===== src/rtl/text_cell_fetch.sv =====
// text_cell_fetch: reads each text cell's char and attr bytes from VRAM one cell ahead of display
// and presents them, with the glyph row, for the 8 clocks of that cell.
module text_cell_fetch #(
  parameter int H_TOTAL = 800,
  parameter int H_VISIBLE = 640,
  parameter int V_TOTAL = 525,
  parameter int V_VISIBLE = 480,
  parameter int COLS = 80,
  parameter int ROWS = 30,
  parameter logic [12:0] BASE_ADDR = 13'd0
) (
  input  logic        clk,
  input  logic        nrst,
  input  logic [9:0]  hcount,
  input  logic [9:0]  vcount,
  output logic [12:0] readoutAddr,
  input  logic [7:0]  readoutData,
  output logic [7:0]  charCode,
  output logic [7:0]  attrData,
  output logic [3:0]  glyphRow,
  output logic        cellStart
);
  localparam int VIS_W = H_VISIBLE < COLS * 8 ? H_VISIBLE : COLS * 8;
  localparam int VIS_H = V_VISIBLE < ROWS * 16 ? V_VISIBLE : ROWS * 16;
  localparam logic [9:0] HT_M1 = 10'(H_TOTAL - 1);
  localparam logic [9:0] VT_M1 = 10'(V_TOTAL - 1);
  localparam logic [9:0] PRE_H = 10'(H_TOTAL - 8);
  localparam logic [9:0] LAST_H = 10'(VIS_W - 8);
  localparam logic [9:0] VIS_L = 10'(VIS_H);

  typedef struct packed {
    logic       act;
    logic [9:0] line;
    logic [6:0] col;
  } win_t;

  // The last 8 clocks of a line fetch cell 0 of the following line.
  function automatic win_t win_of(input logic [9:0] h, input logic [9:0] v);
    win_t w;
    logic pre;
    pre = h >= PRE_H;
    w.line = pre ? (v == VT_M1 ? 10'd0 : v + 10'd1) : v;
    w.col = pre ? 7'd0 : h[9:3] + 7'd1;
    w.act = (pre || h < LAST_H) && w.line < VIS_L;
    return w;
  endfunction

  function automatic logic [12:0] char_addr(input logic [5:0] row, input logic [6:0] col);
    logic [11:0] idx;
    idx = {row, 6'd0} + {2'd0, row, 4'd0} + {5'd0, col};
    return BASE_ADDR + {idx, 1'b0};
  endfunction

  logic [9:0]  hn, vn;
  win_t        nxt;
  logic        load_char, grab_char, emit;
  logic [12:0] addr_q, addr_d;
  logic        fetch_q, fetch_d;
  logic [7:0]  stage_q, stage_d;
  logic [3:0]  pend_row_q, pend_row_d;
  logic [7:0]  char_q, char_d;
  logic [7:0]  attr_q, attr_d;
  logic [3:0]  row_q, row_d;
  logic        start_q, start_d;

  assign hn = hcount == HT_M1 ? 10'd0 : hcount + 10'd1;
  assign vn = hcount != HT_M1 ? vcount : vcount == VT_M1 ? 10'd0 : vcount + 10'd1;
  assign nxt = win_of(hn, vn);

  // fetch_q marks a window whose char address was loaded out of reset, so no partial cell is emitted.
  always_comb begin
    load_char = nxt.act && hn[2:0] == 3'd0;
    grab_char = fetch_q && hcount[2:0] == 3'd3;
    emit = fetch_q && hcount[2:0] == 3'd7;
    addr_d = load_char ? char_addr(nxt.line[9:4], nxt.col) : grab_char ? addr_q + 13'd1 : addr_q;
    fetch_d = load_char ? 1'b1 : emit ? 1'b0 : fetch_q;
    pend_row_d = load_char ? nxt.line[3:0] : pend_row_q;
    stage_d = grab_char ? readoutData : stage_q;
    char_d = emit ? stage_q : char_q;
    attr_d = emit ? readoutData : attr_q;
    row_d = emit ? pend_row_q : row_q;
    start_d = emit;
  end

  always_ff @(posedge clk or negedge nrst) begin
    if (!nrst) begin
      addr_q <= '0;
      fetch_q <= 1'b0;
      pend_row_q <= '0;
      stage_q <= '0;
      char_q <= '0;
      attr_q <= '0;
      row_q <= '0;
      start_q <= 1'b0;
    end else begin
      addr_q <= addr_d;
      fetch_q <= fetch_d;
      pend_row_q <= pend_row_d;
      stage_q <= stage_d;
      char_q <= char_d;
      attr_q <= attr_d;
      row_q <= row_d;
      start_q <= start_d;
    end
  end

  assign readoutAddr = addr_q;
  assign charCode = char_q;
  assign attrData = attr_q;
  assign glyphRow = row_q;
  assign cellStart = start_q;
endmodule


===== config.mk =====
export PLATFORM = sky130hd
export DESIGN_NAME = text_cell_fetch
export DESIGN_NICKNAME = d
export VERILOG_FILES = /design/src/rtl/text_cell_fetch.sv
export SDC_FILE = /design/constraint.sdc
export NUM_CORES = 1
export LEC_CHECK = 0
export BUFFER_PORTS_ARGS = -buffer_cell sky130_fd_sc_hd__buf_2
export CORE_MARGIN = 4
export CORE_UTILIZATION = 40
export DETAILED_ROUTE_END_ITERATION = 16
export GPL_ROUTABILITY_DRIVEN = 1
export GPL_TIMING_DRIVEN = 0
export PLACE_DENSITY = 0.65
export RECOVER_POWER = 50
export SETUP_SLACK_MARGIN = 0.02
export SKIP_LAST_GASP = 1
export SLEW_MARGIN = 20
export SYNTH_ARGS = -nofsm -noshare
export SYNTH_HDL_FRONTEND = slang
export SYNTH_SLANG_ARGS = --single-unit

===== constraint.sdc =====
create_clock -name clk -period 2.1 [get_ports clk]
set_clock_uncertainty 0.15 [all_clocks]
set_input_delay 0.42 -clock clk [delete_from_list [all_inputs] [get_ports clk]]
set_output_delay 0.42 -clock clk [all_outputs]
set_load 0.02 [all_outputs]

==> metrics.yaml, run 1 <==
finish:
  syn_to_final_growth_pct: 35.4
  design_area_mm2: 0.00443
  seq_area_mm2: 0.00118
  drive_gt1_share_pct: 40.4
  fin_nets: 491
  layout.cells.non_filler: 543
  diodes: 0
  fill_cells: 704
  multi_input_area_mm2: 0.00226
cts:
  cts.path.max_buffers: 2
  htree_num_levels: 2
  clock_latency_ps: 300
  cts_sinks: 47
  tritoncts: "done"
  numCtsBuffers: 5
  cts_root_buffer: "clkbuf_8"
  cts.clk_slew.worst_paths_ps: 100
route:
  drt_pass1_iterations: 5
  detail-route-antenna-nets: 0
  via_per_inst: 5.37
  drc: 0
  finalWirelength_mm: 8.21
  vias: 2917
  wl_per_cell_um: 15.1
  drtIter0Drc: 95
setup_path:
  reg2reg_to: "readoutAddr[7]"
  cp_max_fo: 4
  worstSetupStartpointType: "input pin"
  critPathKind: "in -> reg"
  required_ps: 2130
  worstRegToRegCells: 5
  r2r-start: "fetch_q"
  worstPathArrival_ps: 4080
  reg2reg_slack_ps: 300
  crit_path_end_kind: "register"
die:
  boundaryPins: 64
  core-area_mm2: 0.00785
  rows: 32
  die_h_um: 98.5
  die_x_um: 98.5
  dieArea_mm2: 0.00969
  initial_utilization_pct: 41.7
timing:
  setup_viol: 18
  slew_viol_final: 0
  fmax_mhz: 247
  setup_tns_ps: -23280
  fin_ws_ps: -1950
  post-route-period-util_pct: 193
  worst_pin_slew_ps: 1160
  finalHoldViolCount: 0
  fin_crit_ps: 4050
  rsz0062_at_grt: "yes"
  slew_headroom_pct: 22.8
synthesis:
  yosysTopAreaCellShare_pct: 35.9
  ys_warn_count: 0
  synth.area.top_cells: "dfrtp_1 36%, ha_1 7.3%, mux2_2 6.9%"
  yosys.area.top_type: "dfrtp_1"
  yosysUniqueCellTypes: 57
  ys_async_sr_fraction_pct: 100
  synth.avg_cell_area_um2: 9.66
  synth_ff_type: "dfrtp_1"
  seq_area_frac_synth_pct: 35.9
  synth_area_mm2: 0.00327
  synth-seq-cells: 47
  synthCells: 339
  syn_nets: 390
  synth-edff-count: 0
placement:
  dp_cells: 502
  dpl_cell_area_mm2: 0.00377
  place_ws_ps: -2790
  dpl.hpwl_mm: 5.79
  gp_congestion: 0.830
  io_buffers: 61
min_path:
  whs_endpoint: "stage_q[0]"
  min-delay-start: "readoutData[0]"
  min_path_type: "in -> reg"
  whs_path_depth: 3
grt:
  grt_pass1_wl_mm: 13.5
  grt_antenna_before_repair: 0
  grt_overflow: 0
  grt_pass1_vias: 2931
  grtUsageTotal_pct: 16.7
  grt_max_degree: 48
run_status:
  status: "complete, but fails checks"
  violations: "setup timing"
power:
  max-vdd-ir-drop_uv: 320
  powerDensity_mw_per_mm2: 759
  leakage_nw: 2.07
flow_run:
  maxCapViolations: 0
-- layout by cell type (no fill, tap or decap), drive strengths merged, types with 3 or more instances in the layout --
cell	instances
a22o	4
nand4	10
inv	19
mux2	23
mux2i	11
buf	90
nor3	5
nor2	14
o21ai	10
xor2	15
a21o	3
xnor2	15
dfrtp	47
nand2	46
o211ai	4
nand3	14
or2	3
and2	8
clkbuf	21
a21oi	14
ha	19
and3	9
o31ai	3
-- cell usage after synthesis, types with 3 or more instances --
library cell / number
nand3_1: 13
o21ai_0: 9
a21o_1: 3
nand4_1: 10
clkbuf_1: 7
nor2_1: 13
o211ai_1: 4
dfrtp_1: 47
nor3_1: 5
nand2_1: 45
ha_1: 19
xnor2_1: 15
or2_2: 3
a21oi_1: 14
inv_1: 18
and3_1: 9
and2_1: 6
o31ai_1: 3
a22o_1: 4
mux2_1: 3
mux2i_1: 11
xor2_1: 15
mux2_2: 20
-- logic make-up (layout without fill, tap and decap cells) --
| logic type | after synthesis | count (layout) | synth area share, % |
|---|---|---|---|
| muxes | 34 | 34 | 11.3 |
| buffers and inverters | 29 | 131 | 4.32 |
| xor gates and xnor gates | 30 | 30 | 8.03 |
| DFF | 47 | 47 | 35.9 |
| adders and majority gates | 22 | 22 | 8.79 |
| and+or+nand+nor | 127 | 127 | 21.6 |
| AOI/OAI and AO/OA | 50 | 50 | 10.1 |
-- how the worst max path moves through the flow --
stage / startpoint / end / slack [ps] / cells past startpoint
after floorplan: hcount[7] / readoutAddr[11] / -2350 / 20
after global placement: vcount[0] / readoutAddr[11] / -2740 / 23
final: hcount[7] / readoutAddr[12] / -1950 / 18
after detailed placement: vcount[0] / readoutAddr[11] / -2790 / 23
after global routing: hcount[7] / readoutAddr[12] / -2140 / 18
after CTS: hcount[7] / readoutAddr[11] / -1890 / 20
-- area by class of cell --
| class | instances | share of cell area [%] |
|---|---|---|
| multi-input combinational | 263 | 50.9 |
| sequential | 47 | 26.5 |
| timing repair buffer | 95 | 13.5 |
| tap | 102 | 2.88 |
| buffer | 10 | 2.37 |
| inverter | 18 | 1.75 |
| clock buffer | 6 | 1.64 |
| clock inverter | 2 | 0.367 |
-- per-stage QoR --
| step | hold slack [ps] | util [%] | power [W] |
|---|---|---|---|
| 2_1_floorplan | -25.6 | - | 0.00226 |
| 3_3_place_gp | 306 | 48.1 | 0.00268 |
| 3_5_place_dp | 311 | 48.1 | 0.00272 |
| 4_1_cts | 171 | 54.7 | 0.00335 |
| 5_1_grt | 175 | 56.5 | 0.00358 |
| 6_report | 172 | 56.5 | 0.00337 |
-- sequential cells by signal (all words and copies together), names as in the netlist --
name         cells
readoutAddr     13
attrData         8
charCode         8
stage_q          8
glyphRow         4
pend_row_q       4
cellStart        1
fetch_q          1
-- power by group --
| part | internal (W) | switching, W | leakage [nW] | total, W |
|---|---|---|---|---|
| combinational | 0.000614 | 0.000769 | 1.44 | 0.00138 |
| sequential | 0.00119 | 0.000227 | 0.593 | 0.00142 |
| clock | 0.000240 | 0.000323 | 0.0418 | 0.000563 |
-- worst max-delay path, cell delays in order --
cell       delay (ps)
buf_12            100
nand4bb_4         220
or4_4             480
buf_6             150
or3_4             360
and2_4            180
and3_4            160
and3_4            170
nor2_4            110
inv_2              40
fa_1              540
inv_2              60
fa_2              390
a21o_1            190
a21oi_2           180
o21bai_1           90
a21oi_1           150
mux2i_1            80
-- repair_timing --
item	4_1_cts	5_1_grt
setup endpoints to repair	18	18
gates resized for setup	55	22
hold buffers	0	0
buffers inserted	27	7
pin swaps	17	16
-- per-layer routing --
metal  track usage [%]  vias up  routed length [um]
li1                  -     1407                   -
met1              21.6     1398                3570
met2              28.6       96                4050
met3              2.48       16                 452
met4              5.46        0                 138
met5                 0        -                   0
Power figures use the tool's default switching activity.
==> run 2: changes to the inputs <==
==> constraint.sdc (replaced) <==
create_clock -name clk -period 5.25 [get_ports clk]
set_clock_uncertainty 0.15 [all_clocks]
set_input_delay 1.05 -clock clk [delete_from_list [all_inputs] [get_ports clk]]
set_output_delay 1.05 -clock clk [all_outputs]
set_load 0.02 [all_outputs]
==> run 2 against run 1 <==
Compared with the run above:
- the flow finishes with violations (capacitance limit, slew limit)
- hold slack better by 150 ps
- flip-flop and latch count unchanged
- count of clock-buffer cells in the layout down 1
- global-route usage down 1.3 points
- final area down 11%
- combinational power down 64%
- core utilization down 6.0 points
- total power down 60%
- die area unchanged
- clock power down 52%
- largest cell class unchanged
- largest power group unchanged
==> metrics.yaml, run 2 (synthesized netlist as in run 1, its figures left out) <==
run_status:
  status: "complete, but fails checks"
  violations: "capacitance limit, slew limit"
cts:
  clock_latency_ps: 300
  htree_num_levels: 2
  cts_root_buffer: "clkbuf_8"
  cts-hold-fix-buffers: 0
  cts.clk_slew.worst_paths_ps: 90
  cts_sinks: 47
  numCtsBuffers: 5
  cts.path.max_buffers: 2
  tritoncts: "done"
placement:
  dpl_cell_area_mm2: 0.00371
  io_buffers: 61
  place_ws_ps: -591
  dpl.hpwl_mm: 5.58
  dp_cells: 502
  gp_congestion: 0.863
grt:
  grt_max_degree: 48
  grt_pass1_wl_mm: 12.5
  grt_overflow: 0
  grt_pass1_vias: 2664
  grt_antenna_before_repair: 0
  grtUsageTotal_pct: 15.3
finish:
  drive_gt1_share_pct: 26.3
  syn_to_final_growth_pct: 21.0
  layout.cells.non_filler: 520
  final_cell_mix: "47 x dfrtp_1, 45 x buf_2, 45 x nand2_1, 22 x clkbuf_1, 20 x mux2_2"
  largest_reg_flops: 13
  fin_nets: 468
  final_common_cell: "dfrtp_1"
  diodes: 0
  design_area_mm2: 0.00396
setup_path:
  reg2reg_to: "readoutAddr[7]"
  critical_path_cell_count: 20
  crit_path_start: "hcount[6]"
  crit_path_end_kind: "register"
  worstPathArrival_ps: 5020
  worstPathCellList: "buf_2 > nand4bb_4 > or4_4 > buf_6 > or4_4 > and2_4 > and3_1 > and3_4 > nor2_2 > inv_1 > fa_1 > inv_1 > ha_1 > a21o_1 > a21o_1 > a21oi_2 > nor2_1 > nor2_1 > xor2_1 > mux2i_1"
  r2r-start: "fetch_q"
  worstRegToRegCells: 5
  worstSetupStartpointType: "input pin"
  reg2reg_slack_ps: 3430
  required_ps: 5290
  critical-path-top-delay-family: "simple AND/OR/NAND/NOR gates"
  slowest_delay_ps: 510
  critPathKind: "in -> reg"
  critical_path_buf_inv_count: 4
  worstSetupEndpoint: "readoutAddr[11]"
  cp_max_fo: 8
  cpMaxStageDelayCell: "or4_4"
route:
  drtIter0Drc: 67
  wl_per_cell_um: 13.9
  via_per_inst: 5.26
  detail-route-antenna-nets: 0
  finalWirelength_mm: 7.23
  vias: 2735
  drc: 0
  drt_pass1_iterations: 6
timing:
  fmax_mhz: 201
  slew_viol_final: 48
  whs_ps: 326
  fin_ws_ps: 267
  finalHoldViolCount: 0
  setup_viol: 0
  rsz0062_at_grt: "no"
  post-route-period-util_pct: 94.9
  fin_crit_ps: 4980
  worst_pin_slew_ps: 2400
  slew_headroom_pct: -59.7
power:
  max-vdd-ir-drop_uv: 121
  powerDensity_mw_per_mm2: 336
  leakage_nw: 1.86
  power.total_w: 0.00133
flow_run:
  maxCapViolations: 1
die:
  rows: 32
  dieArea_mm2: 0.00969
  die_x_um: 98.5
  core-area_mm2: 0.00785
  die_h_um: 98.5
  boundaryPins: 64
  initial_utilization_pct: 41.7
min_path:
  min_path_type: "reg -> reg"
-- run 2: cell types whose count changed in the layout (fill, tap and decap cells not counted), moves of 4 or more --
| cell | before | now |
|---|---|---|
| clkbuf_1 | 11 | 22 |
| ha_1 | 12 | 18 |
| inv_2 | 4 | 0 |
| ha_4 | 6 | 0 |
| inv_1 | 12 | 18 |
| buf_4 | 33 | 10 |
-- run 2: worst min path at each step --
stage / cells past startpoint / from / end / slack (ps)
after floorplan: 2 / stage_q[0] / stage_q[0] / 290
after global placement: 2 / stage_q[0] / stage_q[0] / 300
after detailed placement: 2 / stage_q[6] / stage_q[6] / 310
after CTS: 2 / stage_q[6] / stage_q[6] / 330
after global routing: 2 / stage_q[5] / stage_q[5] / 360
final: 2 / stage_q[6] / stage_q[6] / 330
-- run 2: worst register-to-register path, delay by kind of cell (launching register included) --
family        cells  cell delay [ps]
mux               1              290
xor+xnor          1              100
flops             1              390
simple gates      3              780
-- run 2: routing by layer --
| layer | vias up | part of all wire, % | track usage, % |
|---|---|---|---|
| met4 | 0 | 1.2 | 4.10 |
| li1 | 1364 | - | - |
| met2 | 65 | 47 | 26.1 |
| met1 | 1300 | 47 | 20.3 |
| met5 | - | 0 | 0 |
| met3 | 6 | 4.8 | 2.55 |
-- run 2: cell type report --
type                            count  area [um2]
Inverter                           18        67.6
Fill cell                         782        3890
Clock inverter                      3        46.3
Multi-Input combinational cell    263        2030
Clock buffer                        5        68.8
Buffer                             11        81.3
Tap cell                          102         128
Sequential cell                    47        1180
Timing Repair Buffer               71         359
-- run 2: stage by stage --
stage	setup TNS, ps	utilization, %
floorplan	0	-
global placement	-1320	47.2
detailed placement	-2170	47.2
CTS	0	49.0
global route	0	50.5
finish	0	50.5
-- run 2: power by group --
group          total, W  internal [W]  switching [W]
clock          0.000269      0.000143       0.000125
combinational  0.000493      0.000202       0.000290
sequential     0.000570      0.000478      0.0000919
total           0.00133      0.000823       0.000508
-- run 2: repair_timing --
action                     CTS  global route
resized for setup            3            22
setup endpoints to repair    4             3
pin swaps                    2             9
buffers inserted             2             8
hold endpoints to repair     0             0
==> run 3: changes to the inputs <==
--- a/config.mk
+++ b/config.mk
@@ -7,11 +7,11 @@
 export LEC_CHECK = 0
 export BUFFER_PORTS_ARGS = -buffer_cell sky130_fd_sc_hd__buf_2
 export CORE_MARGIN = 4
-export CORE_UTILIZATION = 40
+export CORE_UTILIZATION = 45
 export DETAILED_ROUTE_END_ITERATION = 16
 export GPL_ROUTABILITY_DRIVEN = 1
 export GPL_TIMING_DRIVEN = 0
-export PLACE_DENSITY = 0.65
+export PLACE_DENSITY = 0.71
 export RECOVER_POWER = 50
 export SETUP_SLACK_MARGIN = 0.02
 export SKIP_LAST_GASP = 1
==> run 3 against run 2 <==
Compared with the run above:
- core utilization up 5.9 points
- non-clock buffer count shrank 1
- sequential share of layout area grew 0.35 points
- die area down 10%
- the flow still finishes with violations (capacitance limit, slew limit)
- sequential power is essentially flat
==> metrics.yaml, run 3 (synthesized netlist as in run 1, its figures left out) <==
run_status:
  status: "complete, but fails checks"
  violations: "capacitance limit, slew limit"
timing:
  rsz0062_at_grt: "no"
  fmax_mhz: 201
  setup_viol: 0
  setup_tns_ps: 0
  slew_headroom_pct: -59.6
  whs_ps: 330
  finalHoldViolCount: 0
  slew_viol_final: 48
  post-route-period-util_pct: 94.9
  fin_crit_ps: 4980
  fin_ws_ps: 267
  worst_pin_slew_ps: 2390
placement:
  place_ws_ps: -529
  dpl.hpwl_mm: 5.37
  io_buffers: 61
  gp_congestion: 0.858
grt:
  grt_max_degree: 48
  grtUsageTotal_pct: 16.5
  grt_pass1_wl_mm: 11.9
  grt_antenna_before_repair: 0
  grt_pass1_vias: 2643
  grt_overflow: 0
die:
  dieArea_mm2: 0.00870
  die_x_um: 93.3
  boundaryPins: 64
  rows: 30
  die_h_um: 93.3
  core-area_mm2: 0.00694
  initial_utilization_pct: 47.1
power:
  leakage_nw: 1.85
  p_int_w: 0.000786
  power.switching_w: 0.000501
  clkPwrFrac_pct: 17.7
  seq_power_share_pct: 44.1
  powerDensity_mw_per_mm2: 329
  switching_share_pct: 38.9
  pwr-share-comb_pct: 38.2
  max-vdd-ir-drop_uv: 105
route:
  finalWirelength_mm: 7.09
  drt_pass1_iterations: 6
  via_per_inst: 5.23
  wl_per_cell_um: 13.8
  detail-route-antenna-nets: 0
  drc: 0
  drtIter0Drc: 99
  vias: 2681
cts:
  cts.clk_slew.worst_paths_ps: 90
  cts_sinks: 47
  cts_root_buffer: "clkbuf_8"
  htree_num_levels: 2
  tritoncts: "done"
  cts.path.max_buffers: 2
  numCtsBuffers: 5
  clock_latency_ps: 290
finish:
  syn_to_final_growth_pct: 19.6
  final_util_pct: 56.4
  final_cell_mix: "47 x dfrtp_1, 45 x nand2_1, 44 x buf_2, 22 x clkbuf_1, 20 x mux2_2"
  final_common_cell: "dfrtp_1"
  fin_nets: 467
  largest_reg_flops: 13
  drive_gt1_share_pct: 25.7
  diodes: 0
flow_run:
  maxCapViolations: 1
setup_path:
  worstSetupStartpointType: "input pin"
  required_ps: 5280
  cp_max_fo: 8
  critPathKind: "in -> reg"
  crit_path_end_kind: "register"
  worstPathArrival_ps: 5010
min_path:
  min_path_type: "reg -> reg"
run 3: path summary, 6_finish.rpt:
| path | startpoint | to | slack (ps) | cells after the start |
|---|---|---|---|---|
| setup / recovery | hcount[6] | readoutAddr[12] | 270 | 18 |
| hold / removal | stage_q[2] | stage_q[2] | 330 | 2 |
| setup reg to reg | fetch_q | readoutAddr[7] | 3450 | 5 |
| hold reg to reg | stage_q[2] | stage_q[2] | 330 | 2 |
| max in group asynchronous | nrst | glyphRow[1] | 2270 | 1 |
| min in group asynchronous | nrst | charCode[5] | 1330 | 1 |
run 3: area by class of cell:
cell class / instances / area [um2]
flip-flops and latches: 47 / 1180
fillers: 644 / 3030
plain buffers: 10 / 77.6
repair buffers: 71 / 359
inverters: 18 / 67.6
multi-input cells: 263 / 2020
clock inverters: 2 / 16.3
clock buffers: 6 / 82.6
well taps: 96 / 120
run 3: what timing repair did:
item	CTS	global route
resized for setup	1	18
hold buffers	0	0
setup buffers	1	9
setup endpoints to repair	3	4
endpoints found under the hold margin	0	0
pin swaps	1	10
run 3: metrics by stage:
| step | instance area [um2] | instances | power, W |
|---|---|---|---|
| after floorplan | 3270 | 339 | 0.000891 |
| after global placement | 3700 | 496 | 0.00106 |
| after detailed placement | 3700 | 496 | 0.00107 |
| after CTS | 3810 | 505 | 0.00131 |
| after global routing | 3920 | 513 | 0.00138 |
| final | 3920 | 513 | 0.00129 |
run 3: routing by layer:
metal,global-route usage [%],share of wire (%),up-vias
li1,-,-,1356
met1,21.8,46,1251
met2,28.2,48,68
met3,2.49,5.0,6
met4,4.40,1.0,0
met5,0,0,-
run 3: critical path, cell delays in order:
cell       delay [ps]
buf_2             150
nand4bb_4         240
or4_4             420
buf_6             150
or4_4             510
and2_1            200
and3_1            180
and3_1            210
nor2_2            130
inv_1              60
fa_1              470
inv_1              70
fa_1              460
a21o_1            200
a21oi_1           230
o21bai_1           90
a21oi_1           140
mux2i_1            80
run 3: power by group through the flow:
stage	combinational (W)	clock, W	sequential [W]
after global routing	0.000541	0.000250	0.000588
after CTS	0.000502	0.000237	0.000566
after floorplan	0.000212	0	0.000680
final	0.000491	0.000228	0.000568
after global placement	0.000489	0	0.000568
after detailed placement	0.000500	0	0.000574
